File: config.mk
export PLATFORM = sky130hd
export DESIGN_NAME = gcd_seq
export DESIGN_NICKNAME = d
export VERILOG_FILES = /design/src/rtl/gcd_pkg.sv /design/src/rtl/gcd_dp.sv /design/src/rtl/gcd_seq.sv
export SDC_FILE = /design/constraint.sdc
export NUM_CORES = 1
export LEC_CHECK = 0
export ABC_AREA = 1
export CAP_MARGIN = 10
export CORE_AREA = 2 2 134 136
export DETAILED_ROUTE_END_ITERATION = 16
export DIE_AREA = 0 0 136 138
export SYNTH_ARGS = -nofsm -noshare
export SYNTH_HDL_FRONTEND = slang
export SYNTH_SLANG_ARGS = --single-unit
File: constraint.sdc
create_clock -name clk -period 2.9 [get_ports clk]
set_input_delay 0.58 -clock clk [delete_from_list [all_inputs] [get_ports clk]]
set_output_delay 0.58 -clock clk [all_outputs]
set_load 0.02 [all_outputs]
File: src/rtl/gcd_pkg.sv
// gcd_pkg: shared state encoding and default width for the gcd engine
package gcd_pkg;
    localparam int DEF_WIDTH = 16;
    typedef enum logic [1:0] {
        ST_IDLE = 2'd0,
        ST_CALC = 2'd1,
        ST_DONE = 2'd2
    } state_t;
endpackage

File: src/rtl/gcd_dp.sv
// gcd_dp: operand registers, unsigned comparator flags and one shared subtractor
module gcd_dp
    import gcd_pkg::*;
#(
    parameter int WIDTH = DEF_WIDTH
) (
    input  logic             clk,
    input  logic             rst,
    input  logic             load,
    input  logic             sub_a,
    input  logic             sub_b,
    input  logic [WIDTH-1:0] a_in,
    input  logic [WIDTH-1:0] b_in,
    output logic [WIDTH-1:0] reg_a,
    output logic [WIDTH-1:0] reg_b,
    output logic             a_gt_b,
    output logic             a_eq_b,
    output logic             a_zero,
    output logic             b_zero
);
    logic [WIDTH-1:0] in1, in2, diff;
    assign a_gt_b = reg_a > reg_b;
    assign a_eq_b = reg_a == reg_b;
    assign a_zero = reg_a == '0;
    assign b_zero = reg_b == '0;
    // larger minus smaller, so the difference never wraps
    assign in1  = a_gt_b ? reg_a : reg_b;
    assign in2  = a_gt_b ? reg_b : reg_a;
    assign diff = in1 - in2;
    always_ff @(posedge clk) begin
        if (rst) begin
            reg_a <= '0;
            reg_b <= '0;
        end else if (load) begin
            reg_a <= a_in;
            reg_b <= b_in;
        end else begin
            if (sub_a) reg_a <= diff;
            if (sub_b) reg_b <= diff;
        end
    end
endmodule

File: src/rtl/gcd_seq.sv
// gcd_seq: sequential subtraction-form gcd with start/done handshake and step count
module gcd_seq
    import gcd_pkg::*;
#(
    parameter int WIDTH = DEF_WIDTH
) (
    input  logic             clk,
    input  logic             rst,
    input  logic             start,
    input  logic [WIDTH-1:0] a_in,
    input  logic [WIDTH-1:0] b_in,
    output logic             busy,
    output logic             done,
    output logic [WIDTH-1:0] result,
    output logic [WIDTH-1:0] iter_count
);
    state_t state;
    logic [WIDTH-1:0] reg_a, reg_b;
    logic a_gt_b, a_eq_b, a_zero, b_zero, load, sub_a, sub_b, stepping;
    assign load     = state == ST_IDLE && start;
    assign stepping = state == ST_CALC && !a_zero && !b_zero && !a_eq_b;
    assign sub_a    = stepping && a_gt_b;
    assign sub_b    = stepping && !a_gt_b;
    gcd_dp #(.WIDTH(WIDTH)) u_dp (
        .clk    (clk),
        .rst    (rst),
        .load   (load),
        .sub_a  (sub_a),
        .sub_b  (sub_b),
        .a_in   (a_in),
        .b_in   (b_in),
        .reg_a  (reg_a),
        .reg_b  (reg_b),
        .a_gt_b (a_gt_b),
        .a_eq_b (a_eq_b),
        .a_zero (a_zero),
        .b_zero (b_zero)
    );
    always_ff @(posedge clk) begin
        if (rst) begin
            state      <= ST_IDLE;
            busy       <= 1'b0;
            done       <= 1'b0;
            result     <= '0;
            iter_count <= '0;
        end else begin
            done <= 1'b0;
            case (state)
                ST_IDLE: if (start) begin
                    state      <= ST_CALC;
                    busy       <= 1'b1;
                    iter_count <= '0;
                end
                ST_CALC: if (a_zero || b_zero || a_eq_b) begin
                    // with a zero operand the OR picks the other one; when equal it is either
                    result <= a_zero || b_zero ? reg_a | reg_b : reg_a;
                    state  <= ST_DONE;
                    busy   <= 1'b0;
                    done   <= 1'b1;
                end else begin
                    iter_count <= iter_count + 1'b1;
                end
                ST_DONE: state <= ST_IDLE;
                default: begin
                    state <= ST_IDLE;
                    busy  <= 1'b0;
                end
            endcase
        end
    end
endmodule

* Yosys cells after proc, flatten, opt, wreduce, memory -nomap -nowiden
Cells that the tools add are included.
** Operators by class
- $add $sub $neg :: 2
- Magnitude comparators :: 1
- Equality and inequality tests :: 6
- Multiplexer cells :: 17
- Bitwise logic cells :: 3
- Reductions and logical operators :: 23
** Operators with widths (number)
- 16-bit 2-to-1 mux :: 9
- 16-bit logical NOT :: 2
- 16-bit case mux with 2 select lines :: 1
- 16-bit by 1-bit adder with 16-bit output (second input constant) :: 1
- 16-bit == test :: 1
- 16-bit greater-than comparator :: 1
- 16-bit OR :: 1
- 16-bit subtractor :: 1
- 1-bit logical AND :: 6
- 3-bit AND reduction :: 2
- 2-bit nonzero test :: 3
- 1-bit logical NOT :: 4
- 2-bit 2-to-1 mux :: 2
- 2-bit != test (second input constant) :: 2
- 2-bit case mux with 2 select lines :: 1
- 2-bit AND reduction :: 2
- 1-bit 2-to-1 mux :: 3
- 1-bit case mux with 3 select lines :: 1
- 2-bit by 1-bit == test with 1-bit output (second input constant) :: 1
- 2-bit == test (second input constant) :: 1
- 2-bit logical NOT :: 1
- 1-bit logical OR :: 2
- 2-bit by 1-bit != test with 1-bit output (second input constant) :: 1
- 1-bit inverter :: 2
- 2-bit OR reduction :: 1
** Word-level totals
- Bits in registers :: 68
- Bits of input ports :: 35
- Output and inout port bits :: 34

* Longest topological paths before layout
Gate-level depths: netlist of the first run.
- Word-level depth :: 8
- Depth in mapped cells :: 24

* By module
Synthesis of the first run repeated with hierarchy kept, for this count alone.
** Unflattened totals
- Cell total of the unflattened synthesis :: 732
- Area total of the unflattened synthesis :: 4664.5 um2
** By module, submodules not included
- gcd_dp :: instances 1, cells each 489, area an instance 2950.3 um2
- gcd_seq :: instances 1, cells each 243, area an instance 1714.1 um2

* Least setup slack after synthesis of the first run
Ideal clock, no wire load.
- Kind :: reg2reg
- Start point :: register u_dp.reg_a[12]
- End point :: register u_dp.reg_a[8]
- Library setup time :: 0.070 ns
- Arrival :: 2.487 ns
- Slack :: 0.344 ns
- Stages on the path, launching flop included :: 21
- Buffers on the path :: 0
- Clock period less this slack :: 2.556 ns
- Cell sequence :: dfxtp_1 -> inv_1 -> ha_1 -> nor2_2 -> nand2_1 -> nor2_2 -> nand4_4 -> nand2_4 -> nand2_1 -> nand2_1 -> inv_1 -> ha_1 -> inv_1 -> nand2_1 -> nand2_1 -> nand3_1 -> nand2_1 -> nand2_1 -> a21oi_1 -> o21ai_1 -> a21oi_1
** On the way
- Cells in the longest elaborated chain, start to end :: 7
- Elaborated cells on any way between the ends :: 15
** RTL lines
- start, declared :: line gcd_dp.sv:14 : output logic [WIDTH-1:0] reg_a,
- start signal, assigned :: line gcd_dp.sv:35 : reg_a <= a_in;
- start signal, assigned :: line gcd_dp.sv:38 : if (sub_a) reg_a <= diff;
- branches (longest 7 deep; another with 16-bit greater-than comparator)
Parallel ways; which one is timed is not known. The select of a mux whose other input is x is not followed.
A chain may end at the register's enable or synchronous reset.

* Final worst setup path of the first run
- Start point :: register u_dp.reg_b[13]
- End point :: register u_dp.reg_b[15]
** On the way
- Cells in the longest elaborated chain, start to end :: 6
- Elaborated cells on any way between the ends :: 15
** RTL lines
- start, declared :: line gcd_dp.sv:15 : output logic [WIDTH-1:0] reg_b,
- start signal, assigned :: line gcd_dp.sv:36 : reg_b <= b_in;
- start signal, assigned :: line gcd_dp.sv:39 : if (sub_b) reg_b <= diff;
- branches (longest 6 deep; another with 16-bit greater-than comparator)
Parallel ways; which one is timed is not known. The select of a mux whose other input is x is not followed.

==> impl_results.md, run 1 <==
- Clock sink total: 68
- Cell taking the most area after synthesis: dfxtp_1
- Final Skew: 0.007302 ns
- Slew Limit Fails: 0
- WL/cell: 14.24 um
- Htree depth: 3
- Leakage: 2.895 nW
- Final core occ: 38.45%
- Hold Startpoint: busy
- Total wire length: 15,480 um
- Flop and latch count out of synthesis: 68
- Clock latency on the worst-skew pair: 0.35 ns
- Leading post-synthesis cells by cell area: dfxtp_1 28%, nand2_1 11%, ha_1 8.9%, a21oi_1 8.2%, inv_1 7.0%
- Mapped Nets: 798
- CP Launch Type: flop
- Hold Slack: 0.4923 ns
- Hold buffers post-CTS: 0
- Nets: 923
- Number of port buffers: 68
- Vias in the first global route: 4,855
- ANT cells: 0
- Final setup viols: 0
- Final ANT Viol Nets: 0
- Mapped Area: 4795 um^2
- Die X: 136 um
- Total CTS buffers: 9
- Clock Path Buffers: 2
- RD Place Congestion: 0.9569
- Max-cap violations: 0
- Area delta synth->final: 40.63%
- Status: completed
- Worst-Margin Slew: 0.5898 ns
- Yosys cell types: 35
- Via density: 4.793
- Post-Synthesis Cells: 729
- Post-DP HPWL: 12,070 um
- Critical path launch point: u_dp.reg_b[13]
- Root buffer cell: clkbuf_16
- Die area: 18,770 um^2
- Syn. warnings: 0
- Number of detailed-routing iterations run before antenna repair: 5
- Max-slew headroom: 60.64%
- R2R Path Start: u_dp.reg_b[13]
- Starting Density: 27.34%
- Sequential cell area: 1376 um^2
- Core Region: 17,530 um^2
- Maximum clock frequency: 368.6 MHz
- Share of cells above drive strength 1: 20.28%
- Sequential area share after synthesis: 28.39%
- I/O pin count: 69
- Min cycle time layout: 2.713 ns
- Crit path DAT: 2.93 ns
- DRC viols: 0
- Clk slew on worst S/H paths: 0.06 ns
- Mapped Avg Cell Area: 6.577 um^2
- CP Class: flop to flop
- Vias: 5,210
- Share of the synthesized area in the top cell type: 28.39%
- Hold/Removal Path Class: flop to flop
- TritonCTS clock tree: yes
- Fill count: 1,887
- Worst VDD drop: 0.6588 mV
- Overall routing resource usage: 16.37%
- Largest net degree at the start of global routing: 42
- Total gr overflow: 0
- Pwr/cell area: 1355 nW/um^2
- First-pass GRT wire length: 24,250 um
- Crit. End Element: flop
- WP data required: 3.12 ns
- Num rows: 49
- Initial antenna violation count: 0
- Fin worst setup slack: 0.1870 ns
- Final period util: 93.55%
- Setup WS pre-CTS: -0.04420 ns
- Final Hold Fails: 0
- Die Ht: 138 um
- Worst-path maximum fanout: 7
- Multi-input combinational cell area: 3138 um^2
- Starting DRT DRC Count: 368
[power by group]
| part | leakage, nW | switching (mW) | internal (mW) |
|---|---|---|---|
| Clock | 0.151 | 0.430 | 0.748 |
| Combinational | 2.18 | 4.03 | 2.61 |
| Sequential | 0.560 | 0.151 | 1.17 |
[metal layers]
layer	wire (um)	track usage (%)	vias to the layer above
li1	-	-	2670
met1	7666	23.19	2379
met2	6624	24.28	143
met3	920	3.777	18
met4	263	5.592	0
met5	0	0	-
[cells in the mapped netlist, drive strengths merged]
library cell and number:
a21oi 89, nand2 149, inv 101, nor2 84
nor3 6, a41oi 1, dfxtp 68, nand4 8
a221oi 1, buf 8, o21ai 67, nor4 12
nand3 54, xor2 3, a211oi 15, nand3b 5
a31oi 5, ha 34, a21o 2, clkbuf 16
clkinv 1
[sequential cells by signal, indices dropped and copies added (netlist names)]
signal / cells
busy: 1
u_dp.reg_a: 16
iter_count: 16
done: 1
state: 2
u_dp.reg_b: 16
result: 16
[worst paths after layout]
kind	cells after the start	end	slack (ns)
max	16	u_dp.reg_b[15]	0.19
min reg2reg	2	busy	0.49
min	2	busy	0.49
max reg2reg	16	u_dp.reg_b[15]	0.19
[logic make-up after synthesis]
family                   Yosys count  synth area share (%)
flip-flops                        68                 28.39
buffers and inverters            126                 10.41
AO/OA/AOI/OAI                    180                 21.06
AND/OR/NAND/NOR                  318                 30.71
XOR/XNOR                           3                0.5481
adder cells (fa/ha/maj)           34                 8.873
[metrics by stage]
| step | total power [mW] | area, um^2 | std cells | TNS [ns] |
|---|---|---|---|---|
| 2_1_floorplan | 5.384 | 4795 | 729 | 0 |
| 3_3_place_gp | 7.434 | 6156 | 1065 | -0.1440 |
| 3_5_place_dp | 7.405 | 6156 | 1065 | -0.1020 |
| 4_1_cts | 8.640 | 6475 | 1080 | 0 |
| 5_1_grt | 9.980 | 6743 | 1087 | -0.002418 |
| 6_report | 9.137 | 6743 | 1087 | 0 |
[final cells by class]
type	count	area share, %
clock buffer	9	3.340
clock inverter	6	1.336
inverter	102	5.678
multi-input combinational	535	46.54
sequential	68	20.41
tap	229	4.249
timing repair buffer	138	18.44
[placed cells by master, fill, tap and decap left out, drive strengths merged]
cell type	count
a21o	2
bufinv	2
a31oi	5
nand3	54
a221oi	1
xor2	3
a21oi	89
clkinv	4
ha	34
nor2	84
inv	101
o21ai	67
nand3b	5
clkinvlp	1
a41oi	1
nand2	149
a211oi	15
buf	70
clkdlybuf4s50	68
dfxtp	68
nand4	8
nor4	12
clkbuf	9
nor3	6
[what timing repair did]
item,CTS,global route
setup endpoints to repair,8,26
pin swaps,1,4
resized for setup,4,45
buffers inserted,0,7
[worst max-delay path, cell delays in order (launching register included)]
cell and delay, ns:
dfxtp_2 0.36, inv_1 0.11, ha_4 0.32, inv_2 0.05
a21oi_1 0.17, o21ai_1 0.11, nor2_2 0.13, nand2_4 0.09
nand2_4 0.09, buf_4 0.13, inv_2 0.04, buf_4 0.14
o21ai_4 0.17, inv_1 0.07, buf_4 0.17, a21oi_1 0.31
a21oi_1 0.12
Note: power is estimated with default switching activity, not from simulation.
==> inputs of run 2 (changes only) <==
--- a/config.mk
+++ b/config.mk
@@ -8,6 +8,7 @@
 export ABC_AREA = 1
 export CAP_MARGIN = 10
 export CORE_AREA = 2 2 134 136
+export CTS_CLUSTER_DIAMETER = 120
 export DETAILED_ROUTE_END_ITERATION = 16
 export DIE_AREA = 0 0 136 138
 export SYNTH_ARGS = -nofsm -noshare
==> results of run 2 <==
Same layout as run 1: the final DEF is identical, and so are final timing and power.
==> inputs of run 3 (changes only) <==
--- a/config.mk
+++ b/config.mk
@@ -5,12 +5,10 @@
 export SDC_FILE = /design/constraint.sdc
 export NUM_CORES = 1
 export LEC_CHECK = 0
-export ABC_AREA = 1
-export CAP_MARGIN = 10
-export CORE_AREA = 2 2 134 136
+export CORE_AREA = 2 2 132 134
 export CTS_CLUSTER_DIAMETER = 120
 export DETAILED_ROUTE_END_ITERATION = 16
-export DIE_AREA = 0 0 136 138
+export DIE_AREA = 0 0 134 136
 export SYNTH_ARGS = -nofsm -noshare
 export SYNTH_HDL_FRONTEND = slang
 export SYNTH_SLANG_ARGS = --single-unit
==> impl_results.md, run 3 <==
- Status: complete, but fails checks
- Violated checks: negative setup slack
- Multiplexer share of the synthesized area: 1.833% (+1.8 points)
- WP data required: 3.16 ns (+0.04 ns)
- Min cycle time layout: 3.622 ns (+0.9095 ns)
- Final period util: 124.9% (+31 points)
- Clk slew on worst S/H paths: 0.06 ns (about the same)
- First-pass GRT wire length: 26,340 um (+8.7%)
- Max-slew headroom: 67.15% (+6.5 points)
- Total Power: 9.796 mW (+7.2%)
- Pwr/cell area: 1301 nW/um^2 (-4.0%)
- Crit. End Element: flop
- I/O pin count: 69 (unchanged)
- Total gr overflow: 0 (unchanged)
- Ys async rst share: 0% (unchanged)
- Share of cells above drive strength 1: 34.86% (+15 points)
- Total CTS buffers: 9 (unchanged)
- Synth Area in Compound Gates: 25.26% (+4.2 points)
- Root buffer cell: clkbuf_16
- Max-cap violations: 0 (unchanged)
- RD Place Congestion: 0.9896 (+3.4%)
- Commonest cells after routing, fill and taps aside: 141 x buf_4, 101 x nor2_1, 67 x clkdlybuf4s50_1
- R2R Path Start: u_dp.reg_b[6]
- Number of synthesized flops with an enable pin: 0 (unchanged)
- Worst VDD drop: 0.5399 mV (-18%)
- Core Region: 16,880 um^2 (-3.8%)
- Crit path DAT: 3.88 ns (+0.95 ns)
- WL/cell: 16.25 um (+14%)
- Total wire length: 16,800 um (+8.6%)
- Maximum clock frequency: 276.1 MHz (-25%)
- Hold/Removal Path Class: flop to flop
- Nets: 873 (-5.4%)
- Final setup viols: 42 (+42)
- CP Launch Type: flop
- Post-DP HPWL: 12,890 um (+6.8%)
- Critical path launch point: u_dp.reg_b[6]
- Clock Path Buffers: 2 (unchanged)
- Initial antenna violation count: 0 (unchanged)
- Sequential area share after synthesis: 29.33% (+0.93 points)
- Final Cell Area: 7531 um^2 (+12%)
- Synth Flop Type: dfxtp_1
- Die X: 134 um (-1.5%)
- Xor/xnor cell area share of the yosys netlist: 3.396% (+2.8 points)
- TritonCTS clock tree: yes
- Simple-gate share of the synthesized area: 24.66% (-6.1 points)
- Fill count: 1,640 (-13%)
- Vias: 5,211 (+0.019%)
- Worst-Margin Slew: 0.4883 ns (-0.1015 ns)
- Most numerous cell in the Yosys netlist: nor2_1
- Fin worst setup slack: -0.7224 ns (-0.9095 ns)
- Vias in the first global route: 5,049 (+4.0%)
- Hold Slack: 0.4836 ns (-0.008691 ns)
- Starting Density: 27.51% (+0.16 points)
- Die area: 18,220 um^2 (-2.9%)
- Hold buffers post-CTS: 0 (unchanged)
- Share of the synthesized area in the top cell type: 29.33% (+0.93 points)
- Final Skew: 0.009742 ns (+0.002440 ns)
- Mapped Avg Cell Area: 7.737 um^2 (+18%)
- Overall routing resource usage: 18.46% (+2.1 points)
- Num rows: 48 (-2.0%)
- Clock sink total: 68 (unchanged)
- Via density: 5.040 (+5.1%)
- Clock latency on the worst-skew pair: 0.35 ns (about the same)
- Final Hold Fails: 0 (unchanged)
- Hold Startpoint: result[11]
- Commonest non-fill, non-tap cell in the layout: buf_4
- Largest family of logic cells by synthesized area: compound AO/OA/AOI/OAI gates
- Placed cell area: 6630 um^2 (+7.7%)
- Worst-path maximum fanout: 3 (-4)
- CP Class: flop to flop
- Mapped Area: 4642 um^2 (-3.2%)
- Multi-input combinational cell area: 3485 um^2 (+11%)
- Number of port buffers: 68 (unchanged)
- Cell taking the most area after synthesis: dfxtp_1
- Flop and latch count out of synthesis: 68 (unchanged)
- DRC viols: 0 (unchanged)
- Htree depth: 3 (unchanged)
- Area delta synth->final: 62.24%
- Leading post-synthesis cells by cell area: dfxtp_1 29%, ha_1 9.2%, nor2_1 8.7%, a21oi_1 5.2%, a211oi_1 4.0%
- Setup WS pre-CTS: -0.6879 ns (-0.6437 ns)
- Leakage: 2.937 nW (+1.5%)
- Sequential cell area: 1380 um^2 (+0.27%)
- Die Ht: 136 um (-1.4%)
- Final ANT Viol Nets: 0 (unchanged)
- Starting DRT DRC Count: 284 (-23%)
- Setup TNS: -15.26 ns (-15.26 ns)
- Number of detailed-routing iterations run before antenna repair: 5 (unchanged)
- Yosys cell types: 67 (+91%)
- Post-Synthesis Cells: 600 (-18%)
- ANT cells: 0 (unchanged)
- RSZ-0062 raised after global routing: yes
- Largest net degree at the start of global routing: 32 (-24%)
- Syn. warnings: 0 (unchanged)
- Slew Limit Fails: 0 (unchanged)
- Post-synthesis adder-cell area fraction: 9.164% (+0.29 points)
- Mapped Nets: 669 (-16%)
- Most instantiated cells after synthesis: 107 x nor2_1, 68 x dfxtp_1, 48 x a21oi_1, 45 x nand2_1, 41 x inv_1
-- run 3: changes by cell type in the layout (fill, tap and decap cells not counted), sizes merged, moves of 35 or more --
cell and change:
nand2 -104, a21oi -39, nand3 -35, o21ai -53, buf +87, inv -56
-- run 3: kinds of logic (layout without fill, tap and decap cells) --
group,Yosys count,after routing
AO/OA/AOI/OAI,161,161
XOR/XNOR,18,18
adder cells (fa/ha/maj),34,34
buffers and inverters,73,282
flip-flops,68,68
multiplexers,8,8
AND/OR/NAND/NOR,238,238
-- run 3: critical path: stages (launching register included) --
cell	delay (ns)
dfxtp_2	0.33
inv_2	0.05
ha_4	0.24
or4_4	0.53
nand3b_4	0.19
or4_4	0.46
nand4_1	0.12
and2_4	0.16
ha_4	0.14
o31ai_4	0.07
a211o_1	0.34
a2111oi_4	0.40
o211a_1	0.20
nor2_2	0.06
a221oi_2	0.23
-- run 3: where the power goes --
group,switching (mW),leakage (nW),internal (mW)
clock,0.483,0.149,0.681
combinational,3.76,2.23,3.62
sequential,0.116,0.560,1.14
total,4.35,2.94,5.44
-- run 3: worst paths after layout --
kind / end / slack (ns) / cells after the start
max: u_dp.reg_b[14] / -0.72 / 14
min: result[11] / 0.48 / 2
max reg2reg: u_dp.reg_b[14] / -0.72 / 14
min reg2reg: result[11] / 0.48 / 2
-- run 3: area by class of cell --
class                   instances  area share, %
clock buffers                   9          2.991
clock inverters                 7          1.113
flip-flops and latches         68          18.33
repair buffers                224          25.44
inverters                      42          2.127
well taps                     225          3.738
multi-input cells             459          46.27
-- run 3: timing repair --
item                                    4_1_cts  5_1_grt
gates resized for setup                      32       64
cloned                                        0        0
buffers inserted                              9        8
endpoints found under the setup margin       36       45
pin swaps                                    17       29
-- run 3: stage by stage --
step                      utilization [%]  cells
after global routing                44.62   1034
after global placement              39.29   1002
after CTS                           42.57   1027
after detailed placement            39.29   1002
final                               44.62   1034
after floorplan                         -    600
-- run 3: per-layer routing --
layer  global-route usage, %  routed length [um]  part of all wire (%)  vias to the layer above
met5                       0                   0                     0                        -
met4                   7.270                 513                   3.1                        0
met3                   4.288                1082                   6.4                       41
met2                   28.95                7287                    43                      168
met1                   24.54                7920                    47                     2419
li1                        -                   -                     -                     2583
